**config.mk**
```make
export PLATFORM = sky130hd
export DESIGN_NAME = uart_cmd_parser
export DESIGN_NICKNAME = d
export VERILOG_FILES = /design/src/rtl/uart_cmd_parser.sv
export SDC_FILE = /design/constraint.sdc
export NUM_CORES = 1
export LEC_CHECK = 0
export ABC_CLOCK_PERIOD_IN_PS = 5900
export BUFFER_PORTS_ARGS = -buffer_cell sky130_fd_sc_hd__buf_2
export CAP_MARGIN = 20
export CORE_MARGIN = 2
export CORE_UTILIZATION = 43
export DETAILED_ROUTE_END_ITERATION = 10
export GPL_TIMING_DRIVEN = 0
export HOLD_SLACK_MARGIN = 0.1
export PLACE_DENSITY = 0.6
export SYNTH_ARGS = -nofsm -noshare
export SYNTH_HDL_FRONTEND = slang
export SYNTH_SLANG_ARGS = --single-unit
```
**constraint.sdc**
```tcl
create_clock -name clk_in -period 5.9 [get_ports clk_in]
set_input_delay 1.18 -clock clk_in [delete_from_list [all_inputs] [get_ports clk_in]]
set_output_delay 1.18 -clock clk_in [all_outputs]
set_load 0.05 [all_outputs]
```
**src/rtl/uart_cmd_parser.sv**
```systemverilog
// Assembles 5-byte HEADER/CMD/ADDR/DATA/CSUM frames from the UART receive byte stream,
// checks the 8-bit checksum and the inter-byte timeout, and reports good and bad frames.
module uart_cmd_parser #(
  parameter logic [7:0]  HEADER         = 8'hAA,
  parameter int unsigned TIMEOUT_CYCLES = 24000,
  parameter int unsigned CNT_W          = 15
) (
  input  logic       clk_in,
  input  logic       rst_n_in,
  input  logic       rx_data_valid,
  input  logic [7:0] rx_data_in,
  output logic       cmd_valid,
  output logic [7:0] cmd_code,
  output logic [7:0] cmd_addr,
  output logic [7:0] cmd_data,
  output logic       frame_err,
  output logic [1:0] err_code,
  output logic       busy,
  output logic [7:0] good_cnt
);

  localparam logic [2:0] S_IDLE     = 3'd0;
  localparam logic [2:0] S_GET_CMD  = 3'd1;
  localparam logic [2:0] S_GET_ADDR = 3'd2;
  localparam logic [2:0] S_GET_DATA = 3'd3;
  localparam logic [2:0] S_GET_CSUM = 3'd4;

  localparam logic [1:0] ERR_NONE = 2'b00;
  localparam logic [1:0] ERR_CSUM = 2'b01;
  localparam logic [1:0] ERR_TOUT = 2'b10;

  localparam logic [CNT_W-1:0] CNT_LAST = CNT_W'(TIMEOUT_CYCLES - 1);
  localparam logic [CNT_W-1:0] CNT_ONE  = CNT_W'(1);

  logic [2:0]       state_q, state_d;
  logic [7:0]       f_cmd_q, f_cmd_d;
  logic [7:0]       f_addr_q, f_addr_d;
  logic [7:0]       f_data_q, f_data_d;
  logic [CNT_W-1:0] cnt_q, cnt_d;
  logic             cmd_valid_q, cmd_valid_d;
  logic             frame_err_q, frame_err_d;
  logic [1:0]       err_code_q, err_code_d;
  logic [7:0]       cmd_code_q, cmd_code_d;
  logic [7:0]       cmd_addr_q, cmd_addr_d;
  logic [7:0]       cmd_data_q, cmd_data_d;
  logic [7:0]       good_cnt_q, good_cnt_d;
  logic [7:0]       csum;
  logic             expired;

  // Carries out of bit 7 are discarded by the 8-bit result width.
  assign csum    = f_cmd_q + f_addr_q + f_data_q;
  assign expired = (cnt_q == CNT_LAST);

  always_comb begin
    state_d     = state_q;
    f_cmd_d     = f_cmd_q;
    f_addr_d    = f_addr_q;
    f_data_d    = f_data_q;
    cnt_d       = cnt_q;
    cmd_valid_d = 1'b0;
    frame_err_d = 1'b0;
    err_code_d  = err_code_q;
    cmd_code_d  = cmd_code_q;
    cmd_addr_d  = cmd_addr_q;
    cmd_data_d  = cmd_data_q;
    good_cnt_d  = good_cnt_q;

    if (state_q == S_IDLE) begin
      cnt_d = '0;
      if (rx_data_valid && (rx_data_in == HEADER)) begin
        state_d = S_GET_CMD;
      end
    end else if (rx_data_valid) begin
      // An arriving byte always beats a coincident timeout expiry.
      cnt_d = '0;
      case (state_q)
        S_GET_CMD: begin
          f_cmd_d = rx_data_in;
          state_d = S_GET_ADDR;
        end
        S_GET_ADDR: begin
          f_addr_d = rx_data_in;
          state_d  = S_GET_DATA;
        end
        S_GET_DATA: begin
          f_data_d = rx_data_in;
          state_d  = S_GET_CSUM;
        end
        default: begin
          state_d = S_IDLE;
          if (rx_data_in == csum) begin
            cmd_valid_d = 1'b1;
            cmd_code_d  = f_cmd_q;
            cmd_addr_d  = f_addr_q;
            cmd_data_d  = f_data_q;
            if (good_cnt_q != 8'hFF) begin
              good_cnt_d = good_cnt_q + 8'd1;
            end
          end else begin
            frame_err_d = 1'b1;
            err_code_d  = ERR_CSUM;
          end
        end
      endcase
    end else if (expired) begin
      state_d     = S_IDLE;
      cnt_d       = '0;
      frame_err_d = 1'b1;
      err_code_d  = ERR_TOUT;
    end else begin
      cnt_d = cnt_q + CNT_ONE;
    end
  end

  always_ff @(posedge clk_in) begin
    if (!rst_n_in) begin
      state_q     <= S_IDLE;
      f_cmd_q     <= '0;
      f_addr_q    <= '0;
      f_data_q    <= '0;
      cnt_q       <= '0;
      cmd_valid_q <= 1'b0;
      frame_err_q <= 1'b0;
      err_code_q  <= ERR_NONE;
      cmd_code_q  <= '0;
      cmd_addr_q  <= '0;
      cmd_data_q  <= '0;
      good_cnt_q  <= '0;
    end else begin
      state_q     <= state_d;
      f_cmd_q     <= f_cmd_d;
      f_addr_q    <= f_addr_d;
      f_data_q    <= f_data_d;
      cnt_q       <= cnt_d;
      cmd_valid_q <= cmd_valid_d;
      frame_err_q <= frame_err_d;
      err_code_q  <= err_code_d;
      cmd_code_q  <= cmd_code_d;
      cmd_addr_q  <= cmd_addr_d;
      cmd_data_q  <= cmd_data_d;
      good_cnt_q  <= good_cnt_d;
    end
  end

  assign cmd_valid = cmd_valid_q;
  assign frame_err = frame_err_q;
  assign err_code  = err_code_q;
  assign cmd_code  = cmd_code_q;
  assign cmd_addr  = cmd_addr_q;
  assign cmd_data  = cmd_data_q;
  assign good_cnt  = good_cnt_q;
  assign busy      = (state_q != S_IDLE);

endmodule
```
Yosys cells after proc, flatten, opt, wreduce, memory -nomap -nowiden
Cells that the tools add are included.
{ "word_totals": {"input_bits": 11, "ff_bits": 78, "word_cells": 60} }
{ "classes": {"eq_ne": 10, "n_addsub": 4, "muxes": 14, "bitwise": 4, "reduce_logical": 16} }
{ "ops": {"columns": ["operator", "n"], "rows": [
  ["$add 8x8->8", 2],
  ["$add 15x1->15 const B", 1],
  ["$eq 15x15->1 const B", 1],
  ["$mux 3", 4],
  ["$pmux 3 s3", 1],
  ["$reduce_and 3->1", 3],
  ["$add 8x1->8 const B", 1],
  ["$eq 8x8->1", 1],
  ["$eq 8x8->1 const B", 1],
  ["$mux 2", 4],
  ["$ne 8x8->1 const B", 1],
  ["$reduce_and 4->1", 2],
  ["$eq 3x2->1 const B", 2],
  ["$reduce_bool 3->1", 2],
  ["$reduce_or 6->1", 1],
  ["$mux 1", 5],
  ["$reduce_and 5->1", 1],
  ["$ne 2x2->1 const B", 2],
  ["$not 1->1", 4],
  ["$reduce_or 4->1", 1],
  ["$eq 3x1->1 const B", 1],
  ["$logic_not 3->1", 1],
  ["$reduce_or 3->1", 1],
  ["$ne 2x1->1 const B", 1],
  ["4 further kinds", 4]
]} }

Depth between registers and ports, before layout
Gate-level depths: netlist of the first run.
{ "depth": {"ltp_word": 6, "ltp_mapped": 10, "mapped_depth_nobuf": 9} }

Worst setup path before layout of the first run
No wires, ideal clock.
{ "synth_path": {"path_type": "register to register", "start": "register f_cmd_q[1]", "end": "register cmd_addr_q[1] (netlist: cmd_addr[1])", "t_required_ns": 5.828, "t_arrival_ns": 2.833, "setup_slack_ns": 2.995, "synth_period_minus_slack_ns": 2.905, "path_stages_with_launch": 11, "path_cell_list": "dfxtp_1 > fa_1 > ha_1 > fa_1 > xnor2_1 > nand4_1 > nor2_1 > nand3_2 > nor3_4 > buf_8 > mux2i_1"} }
{ "synth_via": {"elab_chain_len": 4} }
{ "synth_lines": {"columns": ["item", "line_no", "text"], "rows": [
  ["from (decl)", "36", "logic [7:0] f_cmd_q, f_cmd_d;"],
  ["from (signal assigned)", "131", "f_cmd_q <= f_cmd_d;"],
  ["$add 8x8->8 (2 in series)", "51", "assign csum = f_cmd_q + f_addr_q + f_data_q;"],
  ["$eq 8x8->1", "91", "if (rx_data_in == csum) begin"],
  ["$reduce_and 4->1 (no source line)", null, null],
  ["to (signal assigned)", "139", "cmd_addr_q <= cmd_addr_d;"],
  ["to (decl)", "44", "logic [7:0] cmd_addr_q, cmd_addr_d;"]
]} }
Every way passes these cells.
A chain may end at the register's enable or synchronous reset.

Final worst setup path of the first run
{ "layout_path": {"start": "register f_addr_q[1]", "end": "register cmd_code_q[6] (netlist: cmd_code[6])"} }
{ "layout_via": {"elab_chain_len": 4} }
{ "layout_lines": {"columns": ["item", "line_no", "text"], "rows": [
  ["from (decl)", "37", "logic [7:0] f_addr_q, f_addr_d;"],
  ["from (signal assigned)", "132", "f_addr_q <= f_addr_d;"],
  ["$add 8x8->8 (2 in series)", "51", null],
  ["$eq 8x8->1", "91", null],
  ["$reduce_and 4->1 (no source line)", null, null],
  ["to (signal assigned)", "138", "cmd_code_q <= cmd_code_d;"],
  ["to (decl)", "43", "logic [7:0] cmd_code_q, cmd_code_d;"]
]} }
Every way passes these cells.

==> results.sh, run 1 <==
export IMPL_io_pins=48
export IMPL_p_sw_mw=0.225
export IMPL_layout_min_cycle_time_ps=3400
export IMPL_reg2reg_from="f_addr_q[1]$_SDFFE_PN0P_"
export IMPL_area_delta_synth_final_pct=14.7
export IMPL_antenna_found_initial=0
export IMPL_preCtsSetupSlack_ps=2530
export IMPL_clkPwrFrac_pct=39.5
export IMPL_p_leak_nw=1.66
export IMPL_synth_nets=446
export IMPL_worst_setup_path_type="reg -> reg"
export IMPL_holdCritStartpoint="cmd_data[3]$_SDFFE_PN0P_"
export IMPL_p_comb_share_pct=5.3
export IMPL_dp_cells=571
export IMPL_viasPerCell=5.23
export IMPL_grt_pass1_wl_um=14000
export IMPL_postLayoutCoreUtil_pct=51.4
export IMPL_via_count=3068
export IMPL_power_frac_seq_pct=55.1
export IMPL_rows=33
export IMPL_power_density_nw_per_um2=226
export IMPL_stdcell_count=587
export IMPL_outcome="finished, final reports clean"
export IMPL_cts_clk_slew_worst_paths_ps=80
export IMPL_drcViolationCount=0
export IMPL_dr_first_iter_drc_count=146
export IMPL_clk_path_buf_depth=2
export IMPL_hold_class="reg -> reg"
export IMPL_crit_family="adder cells"
export IMPL_worstSkewPairLatency_ps=350
export IMPL_numPortBuffers=47
export IMPL_diodes=0
export IMPL_finalMaxSlewViolations=0
export IMPL_skew_ps=6.24
export IMPL_clockRootBuffer="clkbuf_8"
export IMPL_postSynthAreaPerCell_sq_um=8.87
export IMPL_finalSetupTns_ps=0
export IMPL_post_cts_buffers=0
export IMPL_layout_commonest_cell="nand2_1"
export IMPL_r2r_end="cmd_code[6]$_SDFFE_PN0P_"
export IMPL_holdPathStages=2
export IMPL_final_cell_mix="nand2_1, dfxtp_1, buf_2"
export IMPL_cp_slowest_cell="nor3_4"
export IMPL_maxCapViolCount=0
export IMPL_seq_area_frac_synth_pct=42.0
export IMPL_final_hold_viol_count=0
export IMPL_hold_path_end="cmd_data[3]$_SDFFE_PN0P_"
export IMPL_die_area_sq_um=9400
export IMPL_cts_hold_fix_buffers=0
export IMPL_cts_buffers=9
export IMPL_path_buf_inv=1
export IMPL_crit_path_end_kind="flop"
export IMPL_cp_max_fo=10
export IMPL_swShare_pct=23.4
export IMPL_cpMostUsedCell="fa_1"
export IMPL_grt_pass1_vias=2812
export IMPL_critical_path_cell_chain="fa_1, ha_1, fa_1, xnor2_1, nand4_1, nor2_1, nand3_2, nor3_4, buf_8, mux2i_1"
export IMPL_p_int_mw=0.737
export IMPL_syn_area_sq_um=3720
export IMPL_synth_edf_count=0
export IMPL_worst_pin_slew_ps=693
export IMPL_clock_sinks=78
export IMPL_synthFlopType="dfxtp_1"
export IMPL_crit_path_max_incr_delay_ps=520
export IMPL_setup_violations_final=0
export IMPL_gp_congestion=0.822
export IMPL_rr_worst_depth=10
export IMPL_start_util_pct=44.8
export IMPL_whs_ps=453
export IMPL_routed_wirelength_um=8720
export IMPL_die_h_um=97.0
export IMPL_core_sq_um=8300
export IMPL_drive_gt1_share_pct=15.6
export IMPL_slew_headroom_pct=53.8
export IMPL_h_tree_depth=3
export IMPL_ant_nets=0
export IMPL_fmax_mhz=294
export IMPL_required_ps=6180
export IMPL_dp_hpwl_um=6440
export IMPL_fin_nets=504
export IMPL_synthCells=419
export IMPL_grt_max_degree=13
export IMPL_r2r_setup_slack_ps=2500
export IMPL_setup_ws_ps=2500
export IMPL_async_flop_share_pct=0
export IMPL_rsz0062_at_grt="no"
export IMPL_gr_total_overflow=0
export IMPL_wl_per_cell_um=14.9
export IMPL_ir_drop_mv=0.138
export IMPL_ys_warn_count=0
export IMPL_grt_use_total_pct=18.6
export IMPL_start_kind="flop"
export IMPL_synth_cell_types=47
export IMPL_yosys_register_bits=78
export IMPL_drtPass1Iterations=4
export IMPL_cts_tree="yes"
export IMPL_worst_ep_arrival_time_ps=3680
export IMPL_cts_resized=0
export IMPL_min_period_over_period_pct=57.6
export IMPL_fp_dieW_um=97.0
-- cells by family (layout without fill, tap and decap cells) --
kind of cell | count (synthesis) | in the layout | synth area share, %
simple gates | 194 | 194 | 24.0
flops | 78 | 78 | 42.0
compound gates | 57 | 57 | 10.1
mux | 29 | 29 | 7.81
xor+xnor | 23 | 23 | 6.23
buf+inv | 22 | 85 | 2.83
fa+ha+maj | 16 | 16 | 7.00
-- per-stage QoR --
step                      area (sq um)  total power [mW]
after floorplan                   3720             0.575
after global placement            4080             0.594
after detailed placement          4080             0.594
after CTS                         4260             0.978
after global routing              4260              1.00
final                             4260             0.962
-- worst register-to-register path, cell delays in order, from the launching register on --
cell and delay [ps]:
dfxtp_1 430, fa_1 460, ha_1 240, fa_1 510, xnor2_1 120, nand4_1 130
nor2_1 200, nand3_2 260, nor3_4 520, buf_8 240, mux2i_1 210
-- how the worst max path moves through the flow --
stage                                    end  slack, ps                     start  cells after the start
CTS                 cmd_code[6]$_SDFFE_PN0P_       2480  f_addr_q[1]$_SDFFE_PN0P_                     10
global route        cmd_addr[6]$_SDFFE_PN0P_       2290  f_addr_q[1]$_SDFFE_PN0P_                     10
floorplan           cmd_addr[1]$_SDFFE_PN0P_       2990   f_cmd_q[1]$_SDFFE_PN0P_                     10
global placement    cmd_addr[7]$_SDFFE_PN0P_       2560  f_addr_q[1]$_SDFFE_PN0P_                     10
finish              cmd_code[6]$_SDFFE_PN0P_       2500  f_addr_q[1]$_SDFFE_PN0P_                     10
detailed placement  cmd_code[6]$_SDFFE_PN0P_       2530  f_addr_q[1]$_SDFFE_PN0P_                     10
-- power groups by stage --
stage / clock (mW) / sequential, mW / combinational (mW)
floorplan: 0 / 0.542 / 0.0330
global placement: 0 / 0.543 / 0.0510
detailed placement: 0 / 0.543 / 0.0514
CTS: 0.396 / 0.530 / 0.0517
global route: 0.413 / 0.531 / 0.0566
finish: 0.380 / 0.531 / 0.0514
-- metal layers --
| layer | track usage (%) | routed length (um) |
|---|---|---|
| met5 | 0 | 0 |
| met4 | 6.93 | 129 |
| met2 | 30.0 | 4140 |
| met1 | 24.0 | 3890 |
| met3 | 5.06 | 551 |
-- cell usage after synthesis, drive strengths merged (2+ instances only) --
| master | number | area (sq um) |
|---|---|---|
| fa | 8 | 160 |
| nand2 | 115 | 432 |
| nand4 | 7 | 43.8 |
| nor2 | 21 | 78.8 |
| nor3 | 5 | 41.3 |
| o21ai | 4 | 31.3 |
| dfxtp | 78 | 1560 |
| ha | 8 | 100 |
| o41ai | 3 | 26.3 |
| mux2i | 29 | 290 |
| xor2 | 10 | 95.1 |
| a21oi | 34 | 170 |
| nand3 | 12 | 65.1 |
| xnor2 | 12 | 113 |
| buf | 2 | 30.0 |
| nand2b | 6 | 37.5 |
| nand4b | 2 | 17.5 |
| nor3b | 2 | 15.0 |
| o311ai | 3 | 26.3 |
| inv | 5 | 18.8 |
| a31oi | 3 | 18.8 |
| or3 | 4 | 25.0 |
| nor4 | 2 | 12.5 |
| and2 | 2 | 12.5 |
| clkbuf | 15 | 56.3 |
| and3 | 8 | 50.1 |
| nor2b | 2 | 12.5 |
| a21o | 4 | 30.0 |
-- final cells by class --
type	count	area, sq um
Fill cell	791	4040
Multi-Input combinational cell	319	2050
Sequential cell	78	1560
Timing Repair Buffer	47	235
Clock buffer	11	131
Tap cell	105	131
Buffer	17	86.3
Clock inverter	5	50.0
Inverter	5	18.8
-- flip-flops by register name, indices dropped and copies added, names as in the netlist, 8 cells and up --
register,flops
cmd_addr,8
good_cnt,8
cmd_data,8
cnt_q,15
f_data_q,8
f_cmd_q,8
f_addr_q,8
cmd_code,8
No activity file was read; power rests on OpenSTA's default activity.
==> inputs of run 2 (changes only) <==
--- a/config.mk
+++ b/config.mk
@@ -5,7 +5,8 @@
 export SDC_FILE = /design/constraint.sdc
 export NUM_CORES = 1
 export LEC_CHECK = 0
-export ABC_CLOCK_PERIOD_IN_PS = 5900
+export ABC_AREA = 1
+export ABC_CLOCK_PERIOD_IN_PS = 3300
 export BUFFER_PORTS_ARGS = -buffer_cell sky130_fd_sc_hd__buf_2
 export CAP_MARGIN = 20
 export CORE_MARGIN = 2
==> constraint.sdc (replaced) <==
create_clock -name clk_in -period 3.3 [get_ports clk_in]
set_input_delay 0.66 -clock clk_in [delete_from_list [all_inputs] [get_ports clk_in]]
set_output_delay 0.66 -clock clk_in [all_outputs]
set_load 0.05 [all_outputs]
==> run 2 against run 1 <==
  * Synthesized area up 1.5%
  * First-iteration DRC count up 11%
  * Register-to-register slack worse by 2200 ps
  * Non-clock buffer count unchanged
  * Utilization down 0.76 points
  * Total power up 99%
  * Die area up 1.5%
  * Cell area up 2.5%
  * Fmax up 15%
  * Largest cell class unchanged
==> results.sh, run 2 <==
export IMPL_h_tree_depth=3
export IMPL_synth_edf_count=0
export IMPL_wl_per_cell_um=12.8
export IMPL_clkPwrFrac_pct=40.4
export IMPL_placement_cell_area_sq_um=4140
export IMPL_async_flop_share_pct=0
export IMPL_grt_max_degree=14
export IMPL_worstSkewPairLatency_ps=350
export IMPL_area_delta_synth_final_pct=15.8
export IMPL_clk_path_buf_depth=2
export IMPL_stdcell_count=686
export IMPL_cp_max_fo=10
export IMPL_outcome="finished, final reports clean"
export IMPL_finalMaxSlewViolations=0
export IMPL_die_area_sq_um=9540
export IMPL_final_cell_mix="nand2_1, nor2_1, dfxtp_1"
export IMPL_cts_tree="yes"
export IMPL_ys_warn_count=0
export IMPL_ys_top_cells_by_area="dfxtp_1, nand2_1, nor2_1"
export IMPL_start_kind="flop"
export IMPL_ir_drop_mv=0.177
export IMPL_fin_nets=600
export IMPL_diodes=0
export IMPL_r2r_setup_slack_ps=340
export IMPL_worst_setup_path_type="reg -> reg"
export IMPL_yosys_register_bits=78
export IMPL_grt_pass1_wl_um=15400
export IMPL_largest_reg_flops=15
export IMPL_cts_hold_fix_buffers=0
export IMPL_postSynthAreaPerCell_sq_um=7.34
export IMPL_rsz0062_at_grt="no"
export IMPL_via_count=3413
export IMPL_drtPass1Iterations=7
export IMPL_worst_ep_arrival_time_ps=3200
export IMPL_start_util_pct=43.7
export IMPL_gr_total_overflow=0
export IMPL_maxCapViolCount=0
export IMPL_power_frac_seq_pct=50.7
export IMPL_layout_min_cycle_time_ps=2960
export IMPL_synth_most_common_cell="nand2_1"
export IMPL_swShare_pct=25.2
export IMPL_setup_ws_ps=343
export IMPL_slew_headroom_pct=61.0
export IMPL_gp_congestion=0.857
export IMPL_skew_ps=7.51
export IMPL_setup_violations_final=0
export IMPL_viasPerCell=4.98
export IMPL_synth_cell_types=32
export IMPL_io_pins=48
export IMPL_fmax_mhz=338
export IMPL_min_period_over_period_pct=89.6
export IMPL_synthFlopType="dfxtp_1"
export IMPL_cts_buffers=9
export IMPL_p_int_mw=1.43
export IMPL_yosys_top_cells_count="nand2_1, nor2_1, dfxtp_1, inv_1, a21oi_1"
export IMPL_crit_path_end_kind="flop"
export IMPL_drive_gt1_share_pct=15.9
export IMPL_core_sq_um=8640
export IMPL_p_sw_mw=0.482
export IMPL_numPortBuffers=46
export IMPL_final_hold_viol_count=0
export IMPL_hold_class="reg -> reg"
export IMPL_finalPower_mw=1.92
export IMPL_required_ps=3540
export IMPL_grt_util_met2_pct=31.6
export IMPL_power_density_nw_per_um2=438
export IMPL_grt_busiest_layer="met2"
export IMPL_synth_nets=541
export IMPL_grt_use_met3_pct=4.89
export IMPL_grtUsageMet1_pct=26.7
export IMPL_grt_pass1_vias=3261
export IMPL_dp_hpwl_um=6610
export IMPL_clockRootBuffer="clkbuf_8"
export IMPL_p_leak_nw=2.14
export IMPL_clock_sinks=78
export IMPL_syn_area_sq_um=3770
export IMPL_seq_area_frac_synth_pct=41.4
export IMPL_cts_clk_slew_worst_paths_ps=80
export IMPL_postLayoutCoreUtil_pct=50.6
export IMPL_ant_nets=0
export IMPL_finalSetupTns_ps=0
export IMPL_grt_use_total_pct=19.9
export IMPL_synthCells=514
export IMPL_dr_first_iter_drc_count=162
export IMPL_top_register="cnt_q"
export IMPL_p_comb_share_pct=8.9
export IMPL_whs_ps=457
export IMPL_synth_top_area_cell="dfxtp_1"
export IMPL_layout_commonest_cell="nand2_1"
export IMPL_final_area_sq_um=4370
export IMPL_preCtsSetupSlack_ps=196
export IMPL_netlist_area_leader_share_pct=41.4
export IMPL_routed_wirelength_um=8810
export IMPL_rows=34
export IMPL_fp_dieW_um=97.7
export IMPL_drcViolationCount=0
export IMPL_die_h_um=97.7
export IMPL_fillers=896
export IMPL_dp_cells=668
export IMPL_worst_pin_slew_ps=585
export IMPL_antenna_found_initial=0
[run 2: cell types whose count changed after synthesis, sizes merged, moves of 5 or more]
| cell | delta |
|---|---|
| o21ai | +43 |
| nand4 | +8 |
| nand2 | -15 |
| xor2 | -6 |
| clkbuf | -6 |
| xnor2 | -8 |
| buf | +5 |
| mux2i | -29 |
| nand3 | +8 |
| nand2b | -6 |
| nor2 | +77 |
| inv | +58 |
| and3 | -8 |
[run 2: cell families after synthesis]
kind of cell | synth area share, %
AOI/OAI and AO/OA | 11.7
xor gates and xnor gates | 1.86
DFF | 41.4
adders and majority gates | 6.90
buffers and inverters | 8.92
and+or+nand+nor | 29.3
[run 2: layout make-up]
cell class / count / area, sq um / area share, %
Buffer: 16 / 100 / 2.29
Clock inverter: 6 / 86.3 / 1.97
Inverter: 63 / 236 / 5.41
Timing Repair Buffer: 48 / 245 / 5.61
Tap cell: 108 / 135 / 3.09
Multi-Input combinational cell: 357 / 1880 / 43.0
Clock buffer: 10 / 128 / 2.92
Sequential cell: 78 / 1560 / 35.7
[run 2: critical path: stages, from the launching register on]
cell     delay [ps]
dfxtp_1         350
fa_1            550
ha_2            210
fa_1            450
inv_1            90
nand2_1          60
nand2_1          50
nand2_1          50
nor2_1          100
nand2_1          70
nor2_1           80
nand4_1         140
nor2_4          170
nand2_4         100
buf_6           170
nor2_1          150
nor2_1           70
[run 2: power by group through the flow]
| stage | logic, mW | registers, mW | clock network (mW) |
|---|---|---|---|
| floorplan | 0.118 | 0.995 | 0 |
| global placement | 0.166 | 0.994 | 0 |
| detailed placement | 0.169 | 0.994 | 0 |
| CTS | 0.170 | 0.972 | 0.795 |
| global route | 0.193 | 0.975 | 0.836 |
| finish | 0.170 | 0.972 | 0.774 |
[run 2: worst paths after layout]
check | start | to | depth (start not counted)
min reg2reg | cnt_q[0]$_SDFF_PP0_ | cnt_q[0]$_SDFF_PP0_ | 1
min | cnt_q[0]$_SDFF_PP0_ | cnt_q[0]$_SDFF_PP0_ | 1
max | f_cmd_q[1]$_SDFFE_PN0P_ | cmd_code[3]$_SDFFE_PN0P_ | 16
max reg2reg | f_cmd_q[1]$_SDFFE_PN0P_ | cmd_code[3]$_SDFFE_PN0P_ | 16
[run 2: repair_timing]
action	CTS	global route
gates resized for setup	0	2
buffers inserted	0	2
endpoints found under the setup margin	0	12
hold endpoints to repair	0	0
[run 2: routing by layer]
| layer | share of wire, % | routed length, um | vias to the layer above |
|---|---|---|---|
| met5 | 0 | 0 | - |
| met1 | 48 | 4230 | 1548 |
| met3 | 5.8 | 512 | 13 |
| li1 | - | - | 1765 |
| met4 | 0.92 | 81 | 0 |
| met2 | 45 | 3990 | 87 |
